[src/rtl/alu_muldiv_sequencer.sv]
// ---------------------------------------------------------------------------
// alu_muldiv_sequencer
//
// Multi-cycle unsigned 32x32 multiply (MULTU) and 32/32 divide (DIVU).
// The block borrows the shared single-cycle ALU for 32 iterations: shift-add
// for multiply and restoring shift-subtract for divide. The 64-bit result is
// left in hi/lo.
//
// Ports
//   clk          in   rising-edge clock
//   reset        in   asynchronous, active-high reset
//   start        in   request; accepted only in IDLE or DONE
//   op           in   0 = MULTU, 1 = DIVU (captured with start)
//   opa          in   multiplicand / dividend (captured with start)
//   opb          in   multiplier / divisor (captured with start)
//   busy         out  high while iterating
//   done         out  one-cycle pulse, hi/lo valid
//   hi           out  MULTU product[63:32] / DIVU remainder
//   lo           out  MULTU product[31:0]  / DIVU quotient
//   alu_src1     out  ALU Src1
//   alu_src2     out  ALU Src2
//   alu_control  out  ALU ALUControl
//   alu_result   in   ALU result, combinational in the same cycle
//
// State   | meaning
// --------+-----------------------------------------------------------
// IDLE    | no operation in flight, ALU inputs parked at idle values
// RUN     | one multiply/divide step per cycle, cnt = step index
// DONE    | result valid for one cycle; start here chains a new op
// ---------------------------------------------------------------------------
module alu_muldiv_sequencer (
    input  logic        clk,
    input  logic        reset,
    input  logic        start,
    input  logic        op,
    input  logic [31:0] opa,
    input  logic [31:0] opb,
    output logic        busy,
    output logic        done,
    output logic [31:0] hi,
    output logic [31:0] lo,
    output logic [31:0] alu_src1,
    output logic [31:0] alu_src2,
    output logic [3:0]  alu_control,
    input  logic [31:0] alu_result
);

    localparam logic [1:0] ST_IDLE = 2'd0;
    localparam logic [1:0] ST_RUN  = 2'd1;
    localparam logic [1:0] ST_DONE = 2'd2;

    localparam logic [3:0] ALU_ADD = 4'b0010;
    localparam logic [3:0] ALU_SUB = 4'b0110;

    logic [1:0]  state;
    logic [4:0]  cnt;
    logic [31:0] divisor_or_mcand;
    logic        op_q;

    logic [31:0] div_r;
    logic        div_b;
    logic        div_take;
    logic        mul_carry;

    // Divide: the partial remainder shifted left one bit, with the bit that
    // fell out of hi kept separately so the compare covers 33 bits.
    assign div_r = {hi[30:0], lo[31]};
    assign div_b = hi[31];

    assign div_take  = div_b | (div_r >= divisor_or_mcand);
    // The 32-bit add overflowed exactly when the sum wrapped below hi.
    assign mul_carry = (alu_result < hi);

    assign busy = (state == ST_RUN);
    assign done = (state == ST_DONE);

    always_comb begin
        alu_src1    = 32'd0;
        alu_src2    = 32'd0;
        alu_control = ALU_ADD;
        if (state == ST_RUN) begin
            if (op_q) begin
                alu_control = ALU_SUB;
                alu_src1    = div_r;
                alu_src2    = divisor_or_mcand;
            end else begin
                alu_control = ALU_ADD;
                alu_src1    = hi;
                alu_src2    = lo[0] ? divisor_or_mcand : 32'd0;
            end
        end
    end

    always_ff @(posedge clk or posedge reset) begin
        if (reset) begin
            state            <= ST_IDLE;
            cnt              <= 5'd0;
            hi               <= 32'd0;
            lo               <= 32'd0;
            divisor_or_mcand <= 32'd0;
            op_q             <= 1'b0;
        end else begin
            case (state)
                ST_IDLE, ST_DONE: begin
                    if (start) begin
                        hi               <= 32'd0;
                        lo               <= opa;
                        divisor_or_mcand <= opb;
                        op_q             <= op;
                        cnt              <= 5'd0;
                        state            <= ST_RUN;
                    end else begin
                        state <= ST_IDLE;
                    end
                end
                ST_RUN: begin
                    if (op_q) begin
                        hi <= div_take ? alu_result : div_r;
                        lo <= {lo[30:0], div_take};
                    end else begin
                        // 65-bit {carry, sum, lo} shifted right by one.
                        hi <= {mul_carry, alu_result[31:1]};
                        lo <= {alu_result[0], lo[31:1]};
                    end
                    cnt <= cnt + 5'd1;
                    if (cnt == 5'd31) begin
                        state <= ST_DONE;
                    end
                end
                default: begin
                    state <= ST_IDLE;
                end
            endcase
        end
    end

endmodule

[config.mk]
export PLATFORM = sky130hd
export DESIGN_NAME = alu_muldiv_sequencer
export DESIGN_NICKNAME = d
export VERILOG_FILES = /design/src/rtl/alu_muldiv_sequencer.sv
export SDC_FILE = /design/constraint.sdc
export NUM_CORES = 1
export LEC_CHECK = 0
export BUFFER_PORTS_ARGS = -buffer_cell sky130_fd_sc_hd__buf_2
export CORE_MARGIN = 8
export CORE_UTILIZATION = 42
export CTS_BUF_LIST = sky130_fd_sc_hd__clkbuf_16
export DETAILED_ROUTE_END_ITERATION = 6
export GPL_TIMING_DRIVEN = 0
export MAX_ROUTING_LAYER = met4
export PLACE_DENSITY_LB_ADDON = 0.15
export SLEW_MARGIN = 30
export SYNTH_ARGS = -nofsm -noshare
export SYNTH_HDL_FRONTEND = slang
export SYNTH_SLANG_ARGS = --single-unit
[constraint.sdc]
create_clock -name clk -period 4.6 [get_ports clk]
set_input_delay 0.46 -clock clk [delete_from_list [all_inputs] [get_ports clk]]
set_output_delay 0.46 -clock clk [all_outputs]
set_load 0.01 [all_outputs]
==> run metrics, run 1 <==
fraction of power consumed by combinational cells=0.634; worst path required time=4140 ps; mean post-synth cell area=8.550 µm²; PwrDens=821.7 mW/mm²; clock root buffer=sky130_fd_sc_hd__clkbuf_16; shortest clock period the worst path allows after layout=3101 ps; number of levels the H-tree was split into=3; most used cells in the layout excluding fill and tap cells=sky130_fd_sc_hd__buf_2 (233), sky130_fd_sc_hd__nand2_1 (120), sky130_fd_sc_hd__dfrtp_1 (104), sky130_fd_sc_hd__inv_1 (66); max_slew headroom=0.5197; final hold violation count=0; Worst Path Arrival=2640 ps; first-iteration detailed-routing DRC count=426; initial antenna violation count=0; final-report max-slew violation count=0; die extent in x=146.4 µm; post-synthesis register bit count=104; library cell contributing the largest single delay on the critical path=sky130_fd_sc_hd__clkbuf_1; total wirelength of the detailed-routed design=23.55 mm; 1st-pass router iterations=5; number of distinct library cells after synthesis=43; critical path type=reg2out; Post-Layout Inst Area=0.008891 mm²; latest clock arrival within the worst-skew pair=350 ps; maximum number of pins on one net before global-route repair=58; Die Outline Area=0.02143 mm²; Worst Setup Slack post-DPL=1880 ps; proportion of layout cells with a drive suffix above 1=0.2419; internal power component=0.003701 W; transition time of the tightest slew-check pin=720.5 ps; height of the die=146.4 µm; delay of the slowest cell on the worst path=590 ps; total global routing overflow=0; diode count=0; Synth warnings=0; instance area at placement=0.008602 mm²; f_max=0.3225 GHz; origin of the worst setup path=op_q$_DFFE_PP0P_; unrepaired setup endpoints after global routing=no; Worst Skew=8.735 ps; Final period util=0.6740; post-CTS setup-driven buffer insertion count=0; clock share of power=0.106; sequential share of power=0.260; number of clock sinks=104; first-pass GRT wire length=37.40 mm; number of standard-cell rows in the floorplan=47; Leak Pwr=4.431 nW; Hold Crit Class=in2async; Antenna Nets Post-Route=0; outcome=finished clean; cells resized by post-CTS repair=0; most used cell along the critical path=sky130_fd_sc_hd__clkbuf_1; initial core utilization=0.4305; overall routing resource usage=0.2198; routed vias=6940; setup-violating endpoint count in the final report=0; commonest register cell after synthesis=sky130_fd_sc_hd__dfrtp_1; Final WS setup=1499 ps; commonest non-fill, non-tap cell in the layout=sky130_fd_sc_hd__buf_2; number of buffers inserted by port buffering=230; DRC viols=0; maximum fanout encountered on the critical timing path=10; CTS Hold Buffers Added=0; number of buffers between clock root and the deepest sink=2; sequential standard cell area=0.002603 mm²; RePlAce Congestion=0.8501; TNS Setup=0 ps; crit start category=flip-flop; total CTS buffers=9; final std cells w/o fill=1303; placed cells=1287; area taken by multi-input logic gates=0.004026 mm²; post-detailed-placement half-perimeter wirelength=18.28 mm; post-synthesis sequential area ratio=0.3645; Buf+Inv Stages, Crit Path=4; TritonCTS clock tree=yes; num ports=234; net switching component of the power=0.003605 W; type of destination of the critical path=output pin; VDD IR max=0.0003273 V; switching part of the total power=0.4935; placeable core area=0.01658 mm²; Post-Synthesis Cells=835; clock transition at the registers of the reported paths=70 ps; Final #Nets=1243; # Max-Cap Violations=0; number of fill cells=1645; area added between synthesis and finish=24.54%; area of the mapped netlist=0.007139 mm²; routed length per placed instance=18.08 µm; CP Cell Sequence=clkbuf_1, clkbuf_1, clkbuf_1, mux2i_1, nor2_1, buf_2; CP delay by family, top=buffers and inverters; via/cell ratio=5.326; share of synthesized flip-flops with an asynchronous set or reset=1.000; hold slack final=175.6 ps; vias in the first global route=6968; r2r startpoint=hi[27]$_DFFE_PP0P_; number of flops mapped to enable cells by yosys=0
## metal layers
layer,global-route usage,part of all wire,vias up
met5,-,0,-
met4,0.05255,0.0081,0
met3,0.03770,0.053,13
met2,0.3414,0.46,232
met1,0.2934,0.48,3286
li1,-,-,3409
## synth_stat cells, drive strengths merged, types with 6 or more instances
cell    instances  share of area
a21o            6         0.0063
dfrtp         104           0.36
nor3           35          0.025
inv            67          0.035
a21oi          26          0.018
nor2b          35          0.031
mux2i          65          0.091
a211oi         33          0.036
nand4          10         0.0096
nand2         120          0.063
clkbuf         45          0.024
buf            15          0.013
a31oi          31          0.027
o21ai          79          0.055
a22oi          31          0.033
nor2           39          0.021
ha             65           0.11
## through the flow
step,power (W),utilization
5_1_grt,0.007966,0.5361
6_report,0.007306,0.5361
4_1_cts,0.007352,0.5361
3_5_place_dp,0.006559,0.5187
2_1_floorplan,0.004901,-
3_3_place_gp,0.006486,0.5168
## path summary, 6_finish.rpt
check	slack (ps)	depth (start not counted)	to
max	1500	6	alu_src1[31]
min	180	2	hi[20]$_DFFE_PP0P_
max reg2reg	1930	9	hi[5]$_DFFE_PP0P_
min reg2reg	500	1	cnt[3]$_DFFE_PP0P_
max in group asynchronous	3780	3	hi[0]$_DFFE_PP0P_
min in group clk	310	3	divisor_or_mcand[16]$_DFFE_PP0P_
## registers in the layout (all words and copies together), names as in the netlist
register / count
state: 2
divisor_or_mcand: 32
hi: 32
cnt: 5
lo: 32
op_q: 1
## power groups by stage
stage	combinational, W	sequential (W)	clock (W)
2_1_floorplan	0.00301	0.00190	0
3_3_place_gp	0.00459	0.00190	0
3_5_place_dp	0.00465	0.00190	0
4_1_cts	0.00468	0.00189	0.000785
5_1_grt	0.00518	0.00197	0.000820
6_report	0.00463	0.00190	0.000777
## worst register-to-register path, cell delays in order (launching register included)
cell,delay (ps)
sky130_fd_sc_hd__dfrtp_1,470
sky130_fd_sc_hd__ha_1,380
sky130_fd_sc_hd__a21oi_1,160
sky130_fd_sc_hd__nand2_1,90
sky130_fd_sc_hd__a221oi_2,270
sky130_fd_sc_hd__o21ai_1,170
sky130_fd_sc_hd__a211oi_4,450
sky130_fd_sc_hd__buf_6,270
sky130_fd_sc_hd__mux2i_1,210
sky130_fd_sc_hd__o21ai_1,70
## cell type report
class / count / share of cell area
clock inverter: 7 / 0.007177
timing repair buffer: 231 / 0.1326
buffer: 60 / 0.02955
tap: 220 / 0.03096
inverter: 67 / 0.02885
multi-input combinational: 605 / 0.4529
sequential: 104 / 0.2927
clock buffer: 9 / 0.02533
## cells by family after synthesis
kind of cell,share of synthesized area
and+or+nand+nor,0.1637
other,0.001052
DFF,0.3645
buffers and inverters,0.07203
muxes,0.09113
adders and majority gates,0.1139
AOI/OAI and AO/OA,0.1937
Power figures use the tool's default switching activity.
==> run 2, diff against run 1 <==
- ABC_AREA: unset -> 1
- clock period: 4.6 -> 2.5 ns (I/O delays scaled with it)
==> run metrics, run 2 <==
height of the die=150.2 µm; unrepaired setup endpoints after global routing=yes; Final period util=0.9396; number of buffers inserted by port buffering=230; vias in the first global route=8108; critical path type=reg2out; outcome=finished clean; Post-Layout Inst Area=0.009482 mm²; post-synthesis register bit count=104; latest clock arrival within the worst-skew pair=360 ps; number of flops mapped to enable cells by yosys=0; routed vias=8137; Worst Setup Slack post-DPL=125.8 ps; commonest non-fill, non-tap cell in the layout=sky130_fd_sc_hd__nand2_1; transition time of the tightest slew-check pin=643.3 ps; sequential standard cell area=0.002605 mm²; first-iteration detailed-routing DRC count=422; maximum number of pins on one net before global-route repair=28; first-pass GRT wire length=41.75 mm; total CTS buffers=9; post-synthesis sequential area ratio=0.3442; Final #Nets=1537; initial antenna violation count=2; 1st-pass router iterations=5; via/cell ratio=5.054; num ports=234; total wirelength of the detailed-routed design=26.02 mm; final-report max-slew violation count=0; post-detailed-placement half-perimeter wirelength=20.25 mm; count leader, synth=sky130_fd_sc_hd__nand2_1; overall routing resource usage=0.2388; total global routing overflow=0; library cell occupying the most area in the post-synthesis netlist=sky130_fd_sc_hd__dfrtp_1; number of clock sinks=104; Worst Skew=11.32 ps; number of levels the H-tree was split into=3; area of the mapped netlist=0.007561 mm²; area share of the leading cell type in the synthesized netlist=0.3442; proportion of layout cells with a drive suffix above 1=0.2360; hold slack final=130.6 ps; crit start category=flip-flop; type of destination of the critical path=output pin; TritonCTS clock tree=yes; max_slew headroom=0.5711; area taken by multi-input logic gates=0.004237 mm²; Hold Crit Class=in2reg; Antenna Nets Post-Route=0; Post-Synthesis Cells=1120; area added between synthesis and finish=25.40%; final hold violation count=0; number of fill cells=1815; # Max-Cap Violations=0; Leak Pwr=5.328 nW; mean post-synth cell area=6.751 µm²; share of synthesized flip-flops with an asynchronous set or reset=1.000; VDD IR max=0.0007425 V; Worst Path Arrival=2100 ps; instance area at placement=0.009086 mm²; Die Outline Area=0.02255 mm²; Synth top cells by count=sky130_fd_sc_hd__nand2_1 (416), sky130_fd_sc_hd__a21oi_1 (162), sky130_fd_sc_hd__inv_1 (108); Top Registers=divisor_or_mcand (32), hi (32), lo (32); RePlAce Congestion=0.8666; number of buffers between clock root and the deepest sink=2; commonest register cell after synthesis=sky130_fd_sc_hd__dfrtp_1; f_max=0.4257 GHz; PwrDens=1574 mW/mm²; clock transition at the registers of the reported paths=80 ps; setup-violating endpoint count in the final report=0; clock root buffer=sky130_fd_sc_hd__clkbuf_16; Final WS setup=151.0 ps; final core utilization=0.5315; DRC viols=0; worst path required time=2250 ps; maximum fanout encountered on the critical timing path=10; top cells by area, synth=sky130_fd_sc_hd__dfrtp_1 (34%), sky130_fd_sc_hd__nand2_1 (21%), sky130_fd_sc_hd__ha_1 (11%); routed length per placed instance=16.16 µm; Synth warnings=0; shortest clock period the worst path allows after layout=2349 ps; placeable core area=0.01784 mm²; most used cells in the layout excluding fill and tap cells=sky130_fd_sc_hd__nand2_1 (416), sky130_fd_sc_hd__buf_2 (239), sky130_fd_sc_hd__a21oi_1 (162), sky130_fd_sc_hd__inv_1 (107), sky130_fd_sc_hd__dfrtp_1 (102); number of distinct library cells after synthesis=34; initial core utilization=0.4238; number of standard-cell rows in the floorplan=49; die extent in x=150.2 µm
[run 2: changes by cell type in the layout (fill, tap and decap cells not counted), moves of 30 or more]
cell	previous run	this run
sky130_fd_sc_hd__nand2_1	120	416
sky130_fd_sc_hd__a21oi_1	26	162
sky130_fd_sc_hd__mux2i_1	65	0
sky130_fd_sc_hd__inv_1	66	107
sky130_fd_sc_hd__nor2b_1	35	0
sky130_fd_sc_hd__o21ai_1	36	3
sky130_fd_sc_hd__a22oi_1	31	0
sky130_fd_sc_hd__a31oi_1	31	0
sky130_fd_sc_hd__a211oi_1	32	2
[run 2: per-stage QoR]
| step | TNS (ps) | std cells | total power [W] |
|---|---|---|---|
| floorplan | 0 | 1121 | 0.009798 |
| global placement | 0 | 1580 | 0.01318 |
| detailed placement | 0 | 1584 | 0.01335 |
| CTS | 0 | 1601 | 0.01482 |
| global route | -18.85 | 1608 | 0.01655 |
| finish | 0 | 1610 | 0.01492 |
[run 2: power by group]
group	switching [W]	internal, W
clock network	0.000723	0.000700
registers	0.000816	0.00255
logic	0.00633	0.00381
total	0.00787	0.00706
[run 2: final cells by class]
| type | count | area share |
|---|---|---|
| Multi-Input combinational cell | 840 | 0.4468 |
| Sequential cell | 104 | 0.2747 |
| Timing Repair Buffer | 241 | 0.1370 |
| Inverter | 112 | 0.04473 |
| Buffer | 64 | 0.03550 |
| Tap cell | 229 | 0.03022 |
| Clock buffer | 9 | 0.02375 |
| Clock inverter | 7 | 0.006202 |
| Antenna cell | 4 | 0.001056 |
[run 2: final timing paths]
path,start,end,slack (ps),cells after the start
worst max-delay path,op_q$_DFFE_PP0P_,alu_src1[13],150,5
worst min-delay path,opb[1],divisor_or_mcand[1]$_DFFE_PP0P_,130,3
worst max register to register,hi[16]$_DFFE_PP0P_,hi[10]$_DFFE_PP0P_,180,14
worst min register to register,cnt[3]$_DFFE_PP0P_,cnt[3]$_DFFE_PP0P_,470,1
max in group asynchronous,reset,hi[4]$_DFFE_PP0P_,1180,7
min in group asynchronous,reset,hi[23]$_DFFE_PP0P_,300,3
[run 2: cell families after synthesis]
| logic type | share of synthesized area |
|---|---|
| compound gates | 0.1512 |
| other cells | 0.0009933 |
| flops | 0.3442 |
| simple gates | 0.2994 |
| fa+ha+maj | 0.1076 |
| buf+inv | 0.09664 |
[run 2: repair_timing]
action | in CTS | in global routing
setup endpoints to repair | 47 | 87
setup buffers | 0 | 6
resized for setup | 7 | 22
endpoints found under the hold margin | 26 | 0
pin swaps | 0 | 5
hold buffers | 1 | 0
gates cloned | 0 | 0
[run 2: worst max-delay path, stage by stage, from the launching register on]
cell and delay, ps:
sky130_fd_sc_hd__dfrtp_1 460, sky130_fd_sc_hd__buf_2 300, sky130_fd_sc_hd__buf_1 460, sky130_fd_sc_hd__nand2_1 170, sky130_fd_sc_hd__a21oi_1 200, sky130_fd_sc_hd__buf_2 160
[run 2: layer usage]
metal  GRT usage  routed length, µm  part of all wire  up-vias
met5           -                  0                 0        -
met4     0.07646                484             0.019        0
met3     0.02645               1378             0.053       30
met2      0.3860              12510              0.48      265
met1      0.3084              11640              0.45     3758
li1            -                  -                 -     4084
